$ cat config.mk
export PLATFORM = sky130hd
export DESIGN_NAME = micro_ctrl_seq
export DESIGN_NICKNAME = d
export VERILOG_FILES = /design/src/rtl/micro_ctrl_seq.sv
export SDC_FILE = /design/constraint.sdc
export NUM_CORES = 1
export LEC_CHECK = 0
export CORE_UTILIZATION = 27
export CTS_BUF_LIST = sky130_fd_sc_hd__clkbuf_4 sky130_fd_sc_hd__clkbuf_8 sky130_fd_sc_hd__clkbuf_16
export DETAILED_ROUTE_END_ITERATION = 8
export SLEW_MARGIN = 20
export SYNTH_ARGS = -nofsm -noshare
export SYNTH_HDL_FRONTEND = slang
export SYNTH_SLANG_ARGS = --single-unit
$ cat constraint.sdc
create_clock -name clk -period 2.6 [get_ports clk]
set_input_delay 0.39 -clock clk [delete_from_list [all_inputs] [get_ports clk]]
set_output_delay 0.39 -clock clk [all_outputs]
set_load 0.005 [all_outputs]
$ cat src/rtl/micro_ctrl_seq.sv
// Microprogrammed control sequencer for the multicycle MIPS datapath.
// A 4-bit micro-PC walks a fixed 16-entry microcode ROM; opcode dispatch picks branch targets.
module micro_ctrl_seq (
  input  logic       clk,
  input  logic       rst,
  input  logic [5:0] op,
  input  logic       mem_ready,
  output logic       PCWrite,
  output logic       PCWriteCond,
  output logic       IorD,
  output logic       MemRead,
  output logic       MemWrite,
  output logic       IRWrite,
  output logic       MemtoReg,
  output logic       ALUSrcA,
  output logic       RegWrite,
  output logic       RegDst,
  output logic [1:0] PCSource,
  output logic [1:0] ALUOp,
  output logic [1:0] ALUSrcB,
  output logic [3:0] upc,
  output logic       instr_done,
  output logic       illegal_op
);

  typedef enum logic [3:0] {
    S_FETCH  = 4'd0,
    S_DECODE = 4'd1,
    S_MEMADR = 4'd2,
    S_MEMRD  = 4'd3,
    S_MEMWB  = 4'd4,
    S_MEMWR  = 4'd5,
    S_REXEC  = 4'd6,
    S_RWB    = 4'd7,
    S_BEQ    = 4'd8,
    S_JUMP   = 4'd9,
    S_ADDIEX = 4'd10,
    S_ADDIWB = 4'd11,
    S_RSV12  = 4'd12,
    S_RSV13  = 4'd13,
    S_RSV14  = 4'd14,
    S_RSV15  = 4'd15
  } state_e;

  localparam logic [5:0] OP_RTYPE = 6'b000000;
  localparam logic [5:0] OP_LW    = 6'b100011;
  localparam logic [5:0] OP_SW    = 6'b101011;
  localparam logic [5:0] OP_BEQ   = 6'b000100;
  localparam logic [5:0] OP_J     = 6'b000010;
  localparam logic [5:0] OP_ADDI  = 6'b001000;

  typedef struct packed {
    logic       pc_write;
    logic       pc_write_cond;
    logic       iord;
    logic       mem_read;
    logic       mem_write;
    logic       ir_write;
    logic       memto_reg;
    logic       alu_src_a;
    logic       reg_write;
    logic       reg_dst;
    logic [1:0] pc_source;
    logic [1:0] alu_op;
    logic [1:0] alu_src_b;
  } uword_t;

  state_e upc_q, upc_d;
  logic   illegal_q, illegal_d;
  uword_t rom_word;
  uword_t out_word;
  state_e disp1_target, disp2_target;
  logic   disp1_illegal, disp2_illegal;
  logic   mem_state;
  logic   mem_stall;
  logic   done_raw;

  // Microcode ROM: one control word per micro-address.
  always_comb begin
    rom_word = '0;
    case (upc_q)
      S_FETCH: begin
        rom_word.mem_read  = 1'b1;
        rom_word.ir_write  = 1'b1;
        rom_word.pc_write  = 1'b1;
        rom_word.alu_src_b = 2'b01;
      end
      S_DECODE: rom_word.alu_src_b = 2'b11;
      S_MEMADR: begin
        rom_word.alu_src_a = 1'b1;
        rom_word.alu_src_b = 2'b10;
      end
      S_MEMRD: begin
        rom_word.mem_read = 1'b1;
        rom_word.iord     = 1'b1;
      end
      S_MEMWB: begin
        rom_word.reg_write = 1'b1;
        rom_word.memto_reg = 1'b1;
        rom_word.reg_dst   = 1'b0;
      end
      S_MEMWR: begin
        rom_word.mem_write = 1'b1;
        rom_word.iord      = 1'b1;
      end
      S_REXEC: begin
        rom_word.alu_src_a = 1'b1;
        rom_word.alu_op    = 2'b10;
      end
      S_RWB: begin
        rom_word.reg_write = 1'b1;
        rom_word.reg_dst   = 1'b1;
      end
      S_BEQ: begin
        rom_word.alu_src_a     = 1'b1;
        rom_word.alu_op        = 2'b01;
        rom_word.pc_write_cond = 1'b1;
        rom_word.pc_source     = 2'b01;
      end
      S_JUMP: begin
        rom_word.pc_write  = 1'b1;
        rom_word.pc_source = 2'b10;
      end
      S_ADDIEX: begin
        rom_word.alu_src_a = 1'b1;
        rom_word.alu_src_b = 2'b10;
      end
      S_ADDIWB: begin
        rom_word.reg_write = 1'b1;
        rom_word.reg_dst   = 1'b0;
      end
      default: rom_word = '0;
    endcase
  end

  // Dispatch tables; an unknown opcode sends the sequencer back to FETCH.
  always_comb begin
    disp1_target  = S_FETCH;
    disp1_illegal = 1'b0;
    case (op)
      OP_RTYPE:     disp1_target = S_REXEC;
      OP_LW, OP_SW: disp1_target = S_MEMADR;
      OP_BEQ:       disp1_target = S_BEQ;
      OP_J:         disp1_target = S_JUMP;
      OP_ADDI:      disp1_target = S_ADDIEX;
      default:      disp1_illegal = 1'b1;
    endcase
  end

  always_comb begin
    disp2_target  = S_FETCH;
    disp2_illegal = 1'b0;
    case (op)
      OP_LW:   disp2_target = S_MEMRD;
      OP_SW:   disp2_target = S_MEMWR;
      default: disp2_illegal = 1'b1;
    endcase
  end

  // mem_ready is the ready half of a handshake: a memory state offers its access every
  // cycle, and only the edge ending a cycle with mem_ready=1 advances upc or commits writes.
  assign mem_state = (upc_q == S_FETCH) || (upc_q == S_MEMRD) || (upc_q == S_MEMWR);
  assign mem_stall = mem_state && !mem_ready;

  always_comb begin
    upc_d     = S_FETCH;
    illegal_d = 1'b0;
    case (upc_q)
      S_FETCH:  upc_d = mem_ready ? S_DECODE : S_FETCH;
      S_DECODE: begin
        upc_d     = disp1_target;
        illegal_d = disp1_illegal;
      end
      S_MEMADR: begin
        upc_d     = disp2_target;
        illegal_d = disp2_illegal;
      end
      S_MEMRD:  upc_d = mem_ready ? S_MEMWB : S_MEMRD;
      S_MEMWR:  upc_d = mem_ready ? S_FETCH : S_MEMWR;
      S_REXEC:  upc_d = S_RWB;
      S_ADDIEX: upc_d = S_ADDIWB;
      default:  upc_d = S_FETCH;
    endcase
  end

  always_ff @(posedge clk) begin
    if (rst) begin
      upc_q     <= S_FETCH;
      illegal_q <= 1'b0;
    end else begin
      upc_q     <= upc_d;
      illegal_q <= illegal_d;
    end
  end

  always_comb begin
    done_raw = 1'b0;
    case (upc_q)
      S_MEMWB, S_RWB, S_BEQ, S_JUMP, S_ADDIWB: done_raw = 1'b1;
      S_MEMWR:  done_raw = mem_ready;
      S_DECODE: done_raw = disp1_illegal;
      S_MEMADR: done_raw = disp2_illegal;
      default:  done_raw = 1'b0;
    endcase
  end

  // A stalled memory state must not commit state; reset silences every control line.
  always_comb begin
    out_word = rom_word;
    if (mem_stall) begin
      out_word.pc_write      = 1'b0;
      out_word.pc_write_cond = 1'b0;
      out_word.ir_write      = 1'b0;
      out_word.reg_write     = 1'b0;
    end
    if (rst) begin
      out_word = '0;
    end
  end

  assign PCWrite     = out_word.pc_write;
  assign PCWriteCond = out_word.pc_write_cond;
  assign IorD        = out_word.iord;
  assign MemRead     = out_word.mem_read;
  assign MemWrite    = out_word.mem_write;
  assign IRWrite     = out_word.ir_write;
  assign MemtoReg    = out_word.memto_reg;
  assign ALUSrcA     = out_word.alu_src_a;
  assign RegWrite    = out_word.reg_write;
  assign RegDst      = out_word.reg_dst;
  assign PCSource    = out_word.pc_source;
  assign ALUOp       = out_word.alu_op;
  assign ALUSrcB     = out_word.alu_src_b;
  assign upc         = upc_q;
  assign instr_done  = done_raw && !rst;
  assign illegal_op  = illegal_q;

endmodule

## Yosys cells after proc, flatten, opt, wreduce, memory -nomap -nowiden

Index checks and enable logic that the tools add are counted.

| word-level totals | value |
|---|---|
| register bits after elaboration | 5 |
| bits of input ports | 9 |
| word-level logic and storage cells | 61 |

| cells by class | value |
|---|---|
| eq/ne operators | 16 |
| multiplexer cells | 26 |
| reductions and logical operators | 17 |

Operators with widths:

| cell | number |
|---|---|
| one-hot mux 4 bit (7 select lines) | 1 |
| one-hot mux 4 bit (5 select lines) | 1 |
| == test 4 x 3 -> 1 bit, second input constant | 4 |
| == test 4 bit, second input constant | 4 |
| 2-to-1 mux 16 bit | 1 |
| 2-to-1 mux 1 bit | 13 |
| == test 6 bit, second input constant | 2 |
| one-hot mux 2 bit (2 select lines) | 3 |
| OR reduction 2 bit | 6 |
| == test 4 x 2 -> 1 bit, second input constant | 2 |
| == test 6 x 2 -> 1 bit, second input constant | 1 |
| == test 6 x 3 -> 1 bit, second input constant | 1 |
| == test 6 x 4 -> 1 bit, second input constant | 1 |
| logical NOT 6 bit | 1 |
| 2-to-1 mux 3 bit | 2 |
| one-hot mux 2 bit (3 select lines) | 1 |
| one-hot mux 3 bit (2 select lines) | 1 |
| OR reduction 6 bit | 1 |
| OR reduction 5 bit | 1 |
| == test 4 x 1 -> 1 bit, second input constant | 1 |
| logical NOT 4 bit | 1 |
| one-hot mux 1 bit (4 select lines) | 1 |
| OR reduction 4 bit | 1 |
| logical AND 1 bit | 2 |
| 4 further kinds | 6 |

## Depth between registers and ports, before layout

Gate-level depths: netlist of the first run.

| depth | value |
|---|---|
| word-level depth | 6 |
| gate-level depth with buffers | 5 |

## Worst setup path before layout of the first run

Ideal clock, no wire load.

| timing | value |
|---|---|
| kind | input to output |
| start | input port op[2] |
| end | output port instr_done |
| data arrival time | 1439 ps |
| path slack | 771 ps |
| stages | 4 |
| cells stage by stage | or2_1 -> a2111o_1 -> o2111a_1 -> a21o_1 |

| between the ends | value |
|---|---|
| word-level cells in the longest chain between the ends | 5 |

Ends and longest elaborated chain:

| element | RTL line | RTL |
|---|---|---|
| from (decl) | 6 | `input logic [5:0] op,` |
| == test 6 bit (tied with other cells) | 140, 153 |  |
| OR reduction 6 bit (no source line) / OR reduction 2 bit (equally long branches) | n/a |  |
| 2-to-1 mux 1 bit (on tied branches) | 140, 153 |  |
| one-hot mux 1 bit (4 select lines) * | 198 | `case (upc_q)` |
| logical AND 1 bit * | 235 | `assign instr_done = done_raw && !rst;` |
| to (decl) | 22 | `output logic instr_done,` |

Every way passes the cells marked *; elsewhere a longest branch is shown, timed or not.

## Worst setup path in the final report of the first run

Same ends and word-level chain as after synthesis.

==> flow_metrics.env, run 1 <==
export IMPL_setup_viol=0
export IMPL_wl_per_cell_um=13.0
export IMPL_port_buffers=30
export IMPL_hpwlAfterDp_mm=1.65
export IMPL_syn_area_per_cell_um2=6.73
export IMPL_grt_pass1_vias=748
export IMPL_whs_path_depth=2
export IMPL_p_switching_mw=0.0672
export IMPL_critPathCaptureType="primary output"
export IMPL_ys_ff_latch=5
export IMPL_dr_total_vias=862
export IMPL_remaining_drc_errors=0
export IMPL_pre_cts_ws_ns=-0.155
export IMPL_synth_nets=104
export IMPL_swShare=0.261
export IMPL_worstPathCellList="clkdlybuf4s50_1, or2_1, a2111o_1, o2111a_1, a21o_1, dlygate4sd2_1"
export IMPL_finalSetupTns_ns=0
export IMPL_slowest_delay_ns=0.41
export IMPL_ys_warn_count=0
export IMPL_drtIter0Drc=20
export IMPL_worst_pin_slew_ns=0.544
export IMPL_irDropWorstVdd_mv=0.239
export IMPL_skew_ns=0.00623
export IMPL_clock_sinks=5
export IMPL_cp_slowest_cell="clkdlybuf4s50_1"
export IMPL_vias_per_cell=5.42
export IMPL_core_area_um2=2210
export IMPL_synthArstFlopShare=0
export IMPL_synthTopCellsByArea="dfxtp_1 16%, nor3_1 7.0%, nor4_1 5.9%"
export IMPL_die_height_um=50.7
export IMPL_hold_violations=0
export IMPL_drive_above_1_share=0.160
export IMPL_p_seq_frac=0.314
export IMPL_utilization=0.475
export IMPL_hp_class="reg -> reg"
export IMPL_worst_path_max_fanout=2
export IMPL_drv_slew=0
export IMPL_h_tree_depth=1
export IMPL_firstDrtPassIters=4
export IMPL_fill_cells=249
export IMPL_cts_setup_buffers=0
export IMPL_clkPwrFrac=0.383
export IMPL_areaGrowthSynthToFinish_pct=64.4
export IMPL_cts_root_buffer="clkbuf_4"
export IMPL_clock_latency_ns=0.24
export IMPL_fin_ws_ns=0.0969
export IMPL_io_pins=31
export IMPL_start_kind="input pin"
export IMPL_cts_tree="yes"
export IMPL_worstSetupPathType="in -> out"
export IMPL_period_minus_slack_ns=2.50
export IMPL_grtUsageTotal=0.172
export IMPL_period_share=0.963
export IMPL_syn_inst=95
export IMPL_holdBufCountCts=0
export IMPL_power_share_combinational=0.303
export IMPL_multiInputGateArea_um2=489
export IMPL_fmax_mhz=400
export IMPL_required_ns=2.21
export IMPL_synth_cell_types=36
export IMPL_max_cap_viol_count=0
export IMPL_internal_power_mw=0.190
export IMPL_rows=17
export IMPL_synth_top_area_frac=0.157
export IMPL_power_density_nw_per_um2=245
export IMPL_die_area_um2=2570
export IMPL_cts_buffers=3
export IMPL_synth_edf_count=0
export IMPL_wl_mm=2.07
export IMPL_synth_largest_area_cell="dfxtp_1"
export IMPL_ys_flop_type="dfxtp_1"
export IMPL_grt_max_degree=18
export IMPL_hold_ws_ns=0.656
export IMPL_grt_pass1_wl_mm=3.36
export IMPL_clock_path_buffers=2
export IMPL_die_w_um=50.7
export IMPL_netlist_area_um2=639
export IMPL_outcome="finished, final reports clean"
export IMPL_insertedDiodeCount=0
export IMPL_ant_nets=0
export IMPL_ys_seq_area_frac=0.157
export IMPL_reg2reg_depth=5
export IMPL_ff_latch_area_um2=100
export IMPL_grt_remaining_overflow=0
export IMPL_start_util=0.289
export IMPL_place_congestion=0.862
export IMPL_antenna_found_initial=0
export IMPL_nNetsFinal=141
export IMPL_leakage_nw=0.396
export IMPL_grt_setup_unrepaired="no"
export IMPL_clk_pin_slew_ns=0.05
export IMPL_arrival_ns=2.11
export IMPL_slew_headroom=0.634
[synthesized netlist by cell type (2+ instances only)]
cell and number:
inv_1 2, a21o_1 2, nor2b_1 2, a31oi_1 4, and3_1 2, or3_1 2, nor3_1 9, nor3b_1 3
and3b_1 2, o21ai_0 5, nor2_1 8, nor4_1 6, clkbuf_1 8, nand2_1 7, nand2b_1 4, dfxtp_1 5
a21oi_1 5
[kinds of logic after synthesis]
family	synth area share
AO/OA/AOI/OAI	0.260
XOR/XNOR	0.0137
buffers and inverters	0.0822
flip-flops	0.157
AND/OR/NAND/NOR	0.487
[flip-flops by register name, summed over array words and instances, names as in the netlist]
signal / flops
upc: 4
illegal_op: 1
[cell type report]
type	instances	area share
clock buffers	4	0.0286
well taps	28	0.0333
multi-input cells	78	0.465
inverters	2	0.00714
repair buffers	42	0.370
flip-flops and latches	5	0.0952
[final timing paths]
kind / startpoint / slack, ns / endpoint
min reg2reg: upc[2]$_SDFF_PP0_ / 0.66 / upc[3]$_SDFF_PP0_
max reg2reg: upc[2]$_SDFF_PP0_ / 0.90 / upc[1]$_SDFF_PP0_
max: op[2] / 0.1 / instr_done
min: upc[2]$_SDFF_PP0_ / 0.66 / upc[3]$_SDFF_PP0_
[per-stage QoR]
| stage | cell area [um2] | power [mW] | cells |
|---|---|---|---|
| 2_1_floorplan | 639 | 0.117 | 95 |
| 3_3_place_gp | 1020 | 0.159 | 155 |
| 3_5_place_dp | 1020 | 0.160 | 155 |
| 4_1_cts | 1050 | 0.262 | 159 |
| 5_1_grt | 1050 | 0.276 | 159 |
| 6_report | 1050 | 0.258 | 159 |
[metal layers]
layer / GRT usage / vias to the layer above / share of wire
li1: - / 432 / -
met1: 0.205 / 406 / 0.43
met2: 0.316 / 24 / 0.53
met3: 0.0273 / 0 / 0.031
met4: 0.0417 / 0 / 0
met5: 0 / - / 0
[power groups by stage]
stage / clock, mW / sequential, mW / combinational [mW]
floorplan: 0 / 0.0818 / 0.0353
global placement: 0 / 0.0818 / 0.0770
detailed placement: 0 / 0.0820 / 0.0782
CTS: 0.103 / 0.0806 / 0.0778
global route: 0.111 / 0.0809 / 0.0846
finish: 0.0987 / 0.0808 / 0.0781
[worst max-delay path: cells and delay by family]
family                 cells  cell delay [ns]
AOI/OAI and AO/OA          3             0.81
buffers and inverters      2             0.67
and+or+nand+nor            1             0.25
[placed cells by master (no fill, tap or decap)]
cell	count
a2111o_1	1
a211o_1	1
a21o_1	2
a21oi_1	5
a31o_2	1
a31oi_1	4
and3_1	2
and3b_1	2
buf_4	12
clkbuf_4	4
clkdlybuf4s50_1	29
dfxtp_1	5
dlygate4sd2_1	1
inv_1	2
nand2_1	7
nand2b_1	3
nand2b_2	1
nand3b_1	1
nand4b_1	1
nor2_1	8
nor2b_1	2
nor3_1	9
nor3_2	1
nor3b_1	3
nor4_1	6
nor4b_1	1
o2111a_1	1
o21ai_0	5
o21bai_1	1
o22a_1	1
o311ai_0	1
o41a_1	1
or2_1	1
or2_2	1
or3_1	2
or3b_1	1
or4b_4	1
xnor2_1	1
[repair_timing]
item,4_1_cts,5_1_grt
endpoints found under the setup margin,1,1
pin swaps,2,0
resized for setup,1,1
gates cloned,0,0
(Power assumes the default switching activity.)
==> inputs of run 2 (changes only) <==
Settings changed: CTS_CLUSTER_SIZE set to 20, SETUP_SLACK_MARGIN set to 0.1.
==> run 2 against run 1 <==
- register-to-register slack improved by 0.03 ns
- clock power about the same
- combinational power about the same
- flip-flop and latch count unchanged
- routed wire length increased by 0.97%
- via count decreased by 0.12%
- sequential power about the same
- worst hold slack got worse by 0.065 ns
- die area unchanged
- critical endpoint unchanged
==> flow_metrics.env, run 2 (synthesized netlist as in run 1, its figures left out) <==
export IMPL_die_height_um=50.7
export IMPL_hp_class="in -> reg"
export IMPL_ant_nets=0
export IMPL_reg2reg_depth=5
export IMPL_areaGrowthSynthToFinish_pct=64.6
export IMPL_firstDrtPassIters=4
export IMPL_remaining_drc_errors=0
export IMPL_drv_slew=0
export IMPL_wl_met2_mm=1.12
export IMPL_p_total_mw=0.257
export IMPL_period_minus_slack_ns=2.43
export IMPL_core_area_um2=2210
export IMPL_outcome="finished, final reports clean"
export IMPL_hpwlAfterDp_mm=1.65
export IMPL_rows=17
export IMPL_whs_path_depth=4
export IMPL_slew_headroom=0.659
export IMPL_dr_total_vias=861
export IMPL_wl_met3_um=38
export IMPL_design_area_um2=1050
export IMPL_p_seq_frac=0.314
export IMPL_worstSetupPathType="in -> out"
export IMPL_required_ns=2.21
export IMPL_io_pins=31
export IMPL_drtIter0Drc=23
export IMPL_period_share=0.935
export IMPL_cts_tree="yes"
export IMPL_largest_reg_flops=4
export IMPL_max_cap_viol_count=0
export IMPL_start_kind="input pin"
export IMPL_h_tree_depth=1
export IMPL_power_density_nw_per_um2=245
export IMPL_setup_viol=0
export IMPL_clk_pin_slew_ns=0.05
export IMPL_fin_ws_ns=0.169
export IMPL_swShare=0.262
export IMPL_insertedDiodeCount=0
export IMPL_vias_per_cell=5.42
export IMPL_grt_pass1_vias=748
export IMPL_hold_ws_ns=0.591
export IMPL_layout_common_cells="28 x clkdlybuf4s50_1, 12 x buf_4, 9 x nor3_1"
export IMPL_holdBufCountCts=0
export IMPL_drive_above_1_share=0.176
export IMPL_antenna_found_initial=0
export IMPL_grt_setup_unrepaired="yes"
export IMPL_grt_max_degree=18
export IMPL_mostFrequentLayoutCell="clkdlybuf4s50_1"
export IMPL_wl_per_cell_um=13.1
export IMPL_grtUsageTotal=0.172
export IMPL_power_share_combinational=0.303
export IMPL_grt_pass1_wl_mm=3.36
export IMPL_cts_setup_buffers=0
export IMPL_clock_path_buffers=2
export IMPL_pre_cts_ws_ns=-0.155
export IMPL_fmax_mhz=411
export IMPL_critPathCaptureType="primary output"
export IMPL_wl_mm=2.09
export IMPL_place_area_um2=1020
export IMPL_port_buffers=30
export IMPL_arrival_ns=2.04
export IMPL_place_congestion=0.862
export IMPL_irDropWorstVdd_mv=0.239
export IMPL_leakage_nw=0.402
export IMPL_die_area_um2=2570
export IMPL_internal_power_mw=0.190
export IMPL_hold_violations=0
export IMPL_worst_pin_slew_ns=0.507
export IMPL_met1_length_um=927
export IMPL_utilization=0.476
export IMPL_clkPwrFrac=0.383
export IMPL_p_switching_mw=0.0674
export IMPL_top_layer="met3"
export IMPL_worst_path_max_fanout=2
export IMPL_skew_ns=0.00627
export IMPL_clock_sinks=5
export IMPL_start_util=0.289
export IMPL_grt_remaining_overflow=0
export IMPL_nNetsFinal=141
export IMPL_cts_root_buffer="clkbuf_4"
export IMPL_clock_latency_ns=0.24
export IMPL_die_w_um=50.7
export IMPL_cts_buffers=3
[run 2: power by group through the flow]
stage,clock network [mW],logic (mW),registers (mW)
after floorplan,0,0.0353,0.0818
after global placement,0,0.0770,0.0818
after detailed placement,0,0.0782,0.0820
after CTS,0.103,0.0781,0.0806
after global routing,0.111,0.0844,0.0809
final,0.0987,0.0779,0.0808
[run 2: what timing repair did]
item / in CTS / in global routing
setup endpoints to repair: 1 / 4
pin swaps: 3 / 3
gates cloned: 0 / 0
resized for setup: 2 / 4
[run 2: worst paths after layout]
check,from,to,slack (ns)
worst max-delay path,op[2],instr_done,0.17
worst min-delay path,op[3],upc[1]$_SDFF_PP0_,0.59
worst max register to register,upc[2]$_SDFF_PP0_,upc[1]$_SDFF_PP0_,0.93
worst min register to register,upc[2]$_SDFF_PP0_,upc[3]$_SDFF_PP0_,0.65
[run 2: layout make-up]
cell class              instances  area (um2)
inverters                       2        7.51
multi-input cells              78         492
fillers                       249        1160
repair buffers                 42         388
clock buffers                   4        30.0
well taps                      28        35.0
flip-flops and latches          5         100
[run 2: routing by layer]
layer	vias to the layer above	GRT usage
li1	433	-
met1	414	0.205
met2	14	0.316
met3	0	0.0273
met4	0	0.0417
met5	-	0
[run 2: worst max-delay path, stage by stage]
cell             delay [ns]
clkdlybuf4s50_1        0.41
or2_1                  0.26
a2111o_1               0.45
o2111a_1               0.27
a21o_1                 0.15
clkbuf_2               0.11
[run 2: stage by stage]
step / setup TNS [ns] / cells
3_5_place_dp: -0.155 / 155
6_report: 0 / 159
2_1_floorplan: 0 / 95
5_1_grt: 0 / 159
3_3_place_gp: -0.122 / 155
4_1_cts: 0 / 159
